File: src/rtl/exp_norm_pipe.sv
// exp_norm_pipe
// Two-stage elastic exponent normalisation for the FP adder/subtractor.
// Stage 1 captures the biased exponent, update mode and shift count.
// Stage 2 holds the updated, saturated exponent with its overflow/underflow
// classification. The block also keeps sticky exception flags.
// Both stages use a valid/ready handshake. Back-pressure from the packer
// stalls the pipe without dropping or duplicating results.

module exp_norm_pipe #(
    parameter int W_Exp   = 8,
    parameter int W_Shift = 5
) (
    input  logic               clk,
    input  logic               rst,
    input  logic               in_valid,
    output logic               in_ready,
    input  logic [W_Exp-1:0]   exp_in,
    input  logic [1:0]         mode,
    input  logic [W_Shift-1:0] shift_amt,
    output logic               out_valid,
    input  logic               out_ready,
    output logic [W_Exp-1:0]   exp_out,
    output logic               overflow,
    output logic               underflow,
    input  logic               clr_flags,
    output logic               ovf_sticky,
    output logic               unf_sticky
);

    // Working width: wide enough for exponent+1 and for a negative
    // exponent-minus-shift result, with a sign bit on top.
    localparam int WC = ((W_Exp > W_Shift) ? W_Exp : W_Shift) + 2;

    // Largest finite biased exponent (all-ones minus one), zero-extended.
    localparam logic [WC-1:0] U_LIMIT = {{(WC-W_Exp){1'b0}}, {(W_Exp-1){1'b1}}, 1'b0};
    localparam logic [WC-1:0] ONE_WC  = {{(WC-1){1'b0}}, 1'b1};
    localparam logic [WC-1:0] ZERO_WC = {WC{1'b0}};

    localparam logic [1:0] MODE_PASS = 2'b00;
    localparam logic [1:0] MODE_INC  = 2'b01;
    localparam logic [1:0] MODE_SUB  = 2'b10;
    localparam logic [1:0] MODE_ZERO = 2'b11;

    // Stage 1 capture registers
    logic               s1_valid_r;
    logic [W_Exp-1:0]   s1_exp_r;
    logic [1:0]         s1_mode_r;
    logic [W_Shift-1:0] s1_shift_r;

    // Stage 2 result registers
    logic               s2_valid_r;
    logic [W_Exp-1:0]   exp_out_r;
    logic               ovf_r;
    logic               unf_r;
    logic               ovf_sticky_r;
    logic               unf_sticky_r;

    // Handshake helpers
    logic s2_free_s;
    logic s1_adv_s;
    logic in_fire_s;

    // Stage-2 next-state values
    logic [WC-1:0]    e_ext_s;
    logic [WC-1:0]    sh_ext_s;
    logic [WC-1:0]    r_s;
    logic [W_Exp-1:0] exp_next_s;
    logic             ovf_next_s;
    logic             unf_next_s;

    // The ready path depends only on state and out_ready, never on in_valid.
    assign s2_free_s = !s2_valid_r || out_ready;
    assign s1_adv_s  = s1_valid_r && s2_free_s;
    assign in_ready  = !s1_valid_r || s2_free_s;
    assign in_fire_s = in_valid && in_ready;

    // Exponent update and overflow/underflow classification of the stage-1 contents
    always_comb begin
        e_ext_s    = {{(WC-W_Exp){1'b0}}, s1_exp_r};
        sh_ext_s   = {{(WC-W_Shift){1'b0}}, s1_shift_r};
        r_s        = ZERO_WC;
        exp_next_s = {W_Exp{1'b0}};
        ovf_next_s = 1'b0;
        unf_next_s = 1'b0;

        case (s1_mode_r)
            MODE_PASS: r_s = e_ext_s;
            MODE_INC:  r_s = e_ext_s + ONE_WC;
            MODE_SUB:  r_s = e_ext_s - sh_ext_s;
            default:   r_s = ZERO_WC;
        endcase

        if (s1_mode_r == MODE_ZERO) begin
            // Forced zero is never classified as an exception.
            exp_next_s = {W_Exp{1'b0}};
        end else if ((s1_mode_r == MODE_SUB) && (r_s[WC-1] || (r_s == ZERO_WC))) begin
            // Normalisation shift reached or passed the denormal boundary.
            exp_next_s = {W_Exp{1'b0}};
            unf_next_s = 1'b1;
        end else if (!r_s[WC-1] && (r_s > U_LIMIT)) begin
            // Saturate to the infinity exponent.
            exp_next_s = {W_Exp{1'b1}};
            ovf_next_s = 1'b1;
        end else begin
            exp_next_s = r_s[W_Exp-1:0];
        end
    end

    // Stage 1: capture a new input on accept, empty when it advances without refill
    always_ff @(posedge clk or negedge rst) begin
        if (!rst) begin
            s1_valid_r <= 1'b0;
            s1_exp_r   <= {W_Exp{1'b0}};
            s1_mode_r  <= 2'b00;
            s1_shift_r <= {W_Shift{1'b0}};
        end else begin
            if (in_fire_s) begin
                s1_valid_r <= 1'b1;
                s1_exp_r   <= exp_in;
                s1_mode_r  <= mode;
                s1_shift_r <= shift_amt;
            end else if (s1_adv_s) begin
                s1_valid_r <= 1'b0;
            end
        end
    end

    // Stage 2: load the classified result, or drop valid once consumed; hold while stalled
    always_ff @(posedge clk or negedge rst) begin
        if (!rst) begin
            s2_valid_r <= 1'b0;
            exp_out_r  <= {W_Exp{1'b0}};
            ovf_r      <= 1'b0;
            unf_r      <= 1'b0;
        end else begin
            if (s1_adv_s) begin
                s2_valid_r <= 1'b1;
                exp_out_r  <= exp_next_s;
                ovf_r      <= ovf_next_s;
                unf_r      <= unf_next_s;
            end else if (out_ready) begin
                s2_valid_r <= 1'b0;
            end
        end
    end

    // Sticky exception flags: a flagged stage-2 load takes priority over clr_flags
    always_ff @(posedge clk or negedge rst) begin
        if (!rst) begin
            ovf_sticky_r <= 1'b0;
            unf_sticky_r <= 1'b0;
        end else begin
            if (s1_adv_s && ovf_next_s) begin
                ovf_sticky_r <= 1'b1;
            end else if (clr_flags) begin
                ovf_sticky_r <= 1'b0;
            end

            if (s1_adv_s && unf_next_s) begin
                unf_sticky_r <= 1'b1;
            end else if (clr_flags) begin
                unf_sticky_r <= 1'b0;
            end
        end
    end

    assign out_valid  = s2_valid_r;
    assign exp_out    = exp_out_r;
    assign overflow   = ovf_r;
    assign underflow  = unf_r;
    assign ovf_sticky = ovf_sticky_r;
    assign unf_sticky = unf_sticky_r;

endmodule

File: config.mk
export PLATFORM = sky130hd
export DESIGN_NAME = exp_norm_pipe
export DESIGN_NICKNAME = d
export VERILOG_FILES = /design/src/rtl/exp_norm_pipe.sv
export SDC_FILE = /design/constraint.sdc
export NUM_CORES = 1
export LEC_CHECK = 0
export ABC_CLOCK_PERIOD_IN_PS = 3400
export BUFFER_PORTS_ARGS = -buffer_cell sky130_fd_sc_hd__buf_2
export CORE_MARGIN = 2
export CORE_UTILIZATION = 45
export CTS_CLUSTER_SIZE = 25
export DETAILED_ROUTE_END_ITERATION = 10
export PLACE_DENSITY = 0.67
export SLEW_MARGIN = 20
export SYNTH_ARGS = -nofsm -noshare
export SYNTH_HDL_FRONTEND = slang
export SYNTH_SLANG_ARGS = --single-unit
File: constraint.sdc
create_clock -name clk -period 3.4 [get_ports clk]
set_input_delay 0.17 -clock clk [delete_from_list [all_inputs] [get_ports clk]]
set_output_delay 0.17 -clock clk [all_outputs]
set_load 0.01 [all_outputs]
==> reports/results.tsv <==
stage	metric	value	unit
status	status	finished, final reports clean	
floorplan	Die Ht	67.1	um
cells_and_area	Layout fillers	379	
floorplan	Starting Density	0.478	
synthesis	number of synthesized flops with an enable pin	0	
grt	initial antenna violation count	0	
timing	Tcrit/Tclk final	0.927	
synthesis	average cell area after synthesis	9.57	um2
worst_setup_path	worst-path maximum fanout	10	
clock_tree	H-tree level count	2	
worst_setup_path	Worst path slowest cell	or4_4	
place	placed cell count	262	
clock_tree	CTS tree	done	
synthesis	Synth Register Bits	29	
cells_and_area	final std cells w/o fill	271	
clock_tree	CTS root buf	clkbuf_8	
floorplan	die area	0.00450	mm2
clock_tree	Post-CTS Setup Bufs	0	
routing	drt pass-1 iters	5	
synthesis	Seq/Total Area, Yosys	0.406	
synthesis	asr flop ratio synth	1.00	
worst_setup_path	Worst Path Required	3.54	ns
timing	setup TNS	0	ns
timing	Clock Skews	0.00444	ns
clock_tree	clk buf depth	2	
worst_setup_path	CP max stage delay	0.51	ns
timing	Fin. Hold Viols	0	
grt	largest net degree at the start of global routing	30	
synthesis	top_reg_cell synth	dfrtp_1	
place	port bufs	33	
routing	Vias/cell	5.49	
cells_and_area	# nets final	250	
routing	DRC viols	0	
worst_setup_path	cell family with most CP delay	compound AO/OA/AOI/OAI gates	
routing	post-route ant nets	0	
cells_and_area	register area	726	um2
run	maxcap violations	0	
worst_setup_path	Setup crit start kind	flip-flop	
cells_and_area	Antenna diodes	0	
clock_tree	CTS sink cnt	29	
timing	setup violators final	0	
routing	Avg WL per Cell	13.4	um
worst_setup_path	reg-to-reg slack, setup	0.25	ns
place	DP HPWL	2750	um
pwr	Max VDD drop	0.242	mV
grt	total track usage	0.189	
worst_setup_path	Data arrival, critical path	3.29	ns
synthesis	post-synthesis cell count	187	
synthesis	Cell Area, Synth	0.00179	mm2
floorplan	io pins	34	
worst_setup_path	CP Class	reg -> reg	
synthesis	Synth Warn #	0	
pwr	leakage	0.000937	uW
floorplan	FP Rows	22	
grt	GR Overflow Total	0	
worst_setup_path	Critical path buffers and inverters	1	
timing	RSZ-0062 raised after global routing	false	
timing	Worst-Margin Slew	0.696	ns
timing	slew margin rel.	0.532	
floorplan	Die X	67.1	um
timing	hold slack	0.0856	ns
cells_and_area	area of the multi-input gates	993	um2
pwr	cell area power density	543	mW/mm2
clock_tree	Clock Latency Late Sink	0.28	ns
timing	Final min period	3.15	ns
worst_setup_path	Setup crit end kind	flip-flop	
worst_setup_path	critical-path cell list	inv_1 > ha_1 > fa_1 > nor2b_1 > o31ai_1 > xnor2_1 > a221o_1 > or4_4 > o31ai_4 > o22ai_1	
clock_tree	Num CTS Buffers	5	
routing	initial DRC count	88	
timing	fmax	317	MHz
clock_tree	clock slew at reported path FFs	0.06	ns
floorplan	Core Region	0.00374	mm2
clock_tree	post-cts resize count	0	
routing	DRT Wirelength	3640	um
cells_and_area	Layout area overhead	16.6	%
grt	first-pass GRT wire length	6290	um
routing	via count	1489	
grt	vias in the first global route	1389	
cells_and_area	share of cells above drive strength 1	0.283	
synthesis	Synthesized Nets	215	
timing	Final Max Tran Viols	0	
place	routability cong.	0.837	
synthesis	Yosys cell types	46	
hold_path	kind of path behind the tightest hold check	in -> reg	
where the power goes:
part	internal [uW]	switching [uW]	total, uW
clock network	141	125	266
logic	187	211	398
registers	404	65.9	469
placed cells by master, fill, tap and decap left out, types with 2 or more instances in the layout:
| cell type | n |
|---|---|
| or2_1 | 2 |
| nor4_1 | 3 |
| mux2_2 | 15 |
| nor2_1 | 16 |
| a21oi_1 | 4 |
| o22ai_1 | 2 |
| ha_1 | 7 |
| nor3_1 | 6 |
| clkbuf_8 | 5 |
| clkinv_2 | 2 |
| dfrtp_1 | 29 |
| o21ai_1 | 10 |
| nand3_1 | 4 |
| nand3b_1 | 4 |
| o21ai_0 | 2 |
| inv_1 | 11 |
| a221o_1 | 2 |
| o31ai_1 | 4 |
| buf_2 | 33 |
| or4_1 | 2 |
| xnor2_1 | 2 |
| a211oi_1 | 2 |
| nor2b_1 | 7 |
| nand2_1 | 17 |
| nand2b_1 | 7 |
cell usage after synthesis, types with 3 or more instances:
master,number,area (um2)
dfrtp_1,29,726
nand2_1,17,63.8
nor2_1,16,60.1
mux2_2,15,169
inv_1,11,41.3
o21ai_1,10,50.1
ha_1,7,87.6
nand2b_1,7,43.8
nor2b_1,7,43.8
nor3_1,6,30.0
clkbuf_1,5,18.8
a21oi_1,4,20.0
nand3_1,4,20.0
nand3b_1,4,30.0
o31ai_1,4,30.0
nor4_1,3,18.8
per-stage QoR:
stage | cell area (um2) | total power (uW) | utilization | setup WS (ns)
after global placement | 1990 | 867 | 0.532 | 0.387
after CTS | 2090 | 1150 | 0.557 | 0.236
after detailed placement | 1990 | 871 | 0.532 | 0.294
after floorplan | 1790 | 754 | - | 0.551
final | 2090 | 1130 | 0.557 | 0.248
after global routing | 2090 | 1220 | 0.557 | 0.0807
layout make-up:
type,count,area share
Sequential cell,29,0.348
Inverter,11,0.0198
Clock buffer,6,0.0348
Tap cell,48,0.0288
Clock inverter,2,0.00480
Timing Repair Buffer,35,0.0876
Multi-Input combinational cell,140,0.476
layer usage:
metal / vias up / wire length, um / global-route usage
li1: 743 / - / -
met1: 688 / 1640 / 0.228
met2: 50 / 1690 / 0.306
met3: 8 / 231 / 0.0642
met4: 0 / 77 / 0.0816
met5: - / 0 / 0
state kept, by name, indices dropped and copies added (netlist names):
register and flops:
ovf_sticky 1, underflow 1, s1_shift_r 5, s1_exp_r 8, out_valid 1, overflow 1
s1_valid_r 1, s1_mode_r 2, exp_out 8, unf_sticky 1
worst reg2reg max path, cell delays in order (launching register included):
cell	delay, ns
dfrtp_1	0.41
inv_1	0.09
ha_1	0.21
fa_1	0.37
nor2b_1	0.23
o31ai_1	0.13
xnor2_1	0.14
a221o_1	0.33
or4_4	0.51
o31ai_4	0.43
o22ai_1	0.16
path summary, 6_finish.rpt:
path / startpoint / to / cells after the start
max: s1_exp_r[0] / ovf_sticky / 10
min: in_valid / s1_valid_r / 2
max reg2reg: s1_exp_r[0] / ovf_sticky / 10
min reg2reg: exp_out[5] / exp_out[5] / 2
max in group asynchronous: rst / s1_shift_r[2] / 2
min in group asynchronous: rst / exp_out[1] / 2
repair_timing:
item,in CTS,in global routing
hold buffers,1,0
setup endpoints to repair,0,0
endpoints found under the hold margin,29,0
logic make-up (layout without fill, tap and decap cells):
family | Yosys count | in the layout | synth area share
and+or+nand+nor | 75 | 75 | 0.224
AOI/OAI and AO/OA | 39 | 39 | 0.161
DFF | 29 | 29 | 0.406
buffers and inverters | 18 | 54 | 0.0392
muxes | 16 | 16 | 0.100
adders and majority gates | 8 | 8 | 0.0601
xor gates and xnor gates | 2 | 2 | 0.00979
Note: power is estimated with default switching activity, not from simulation.
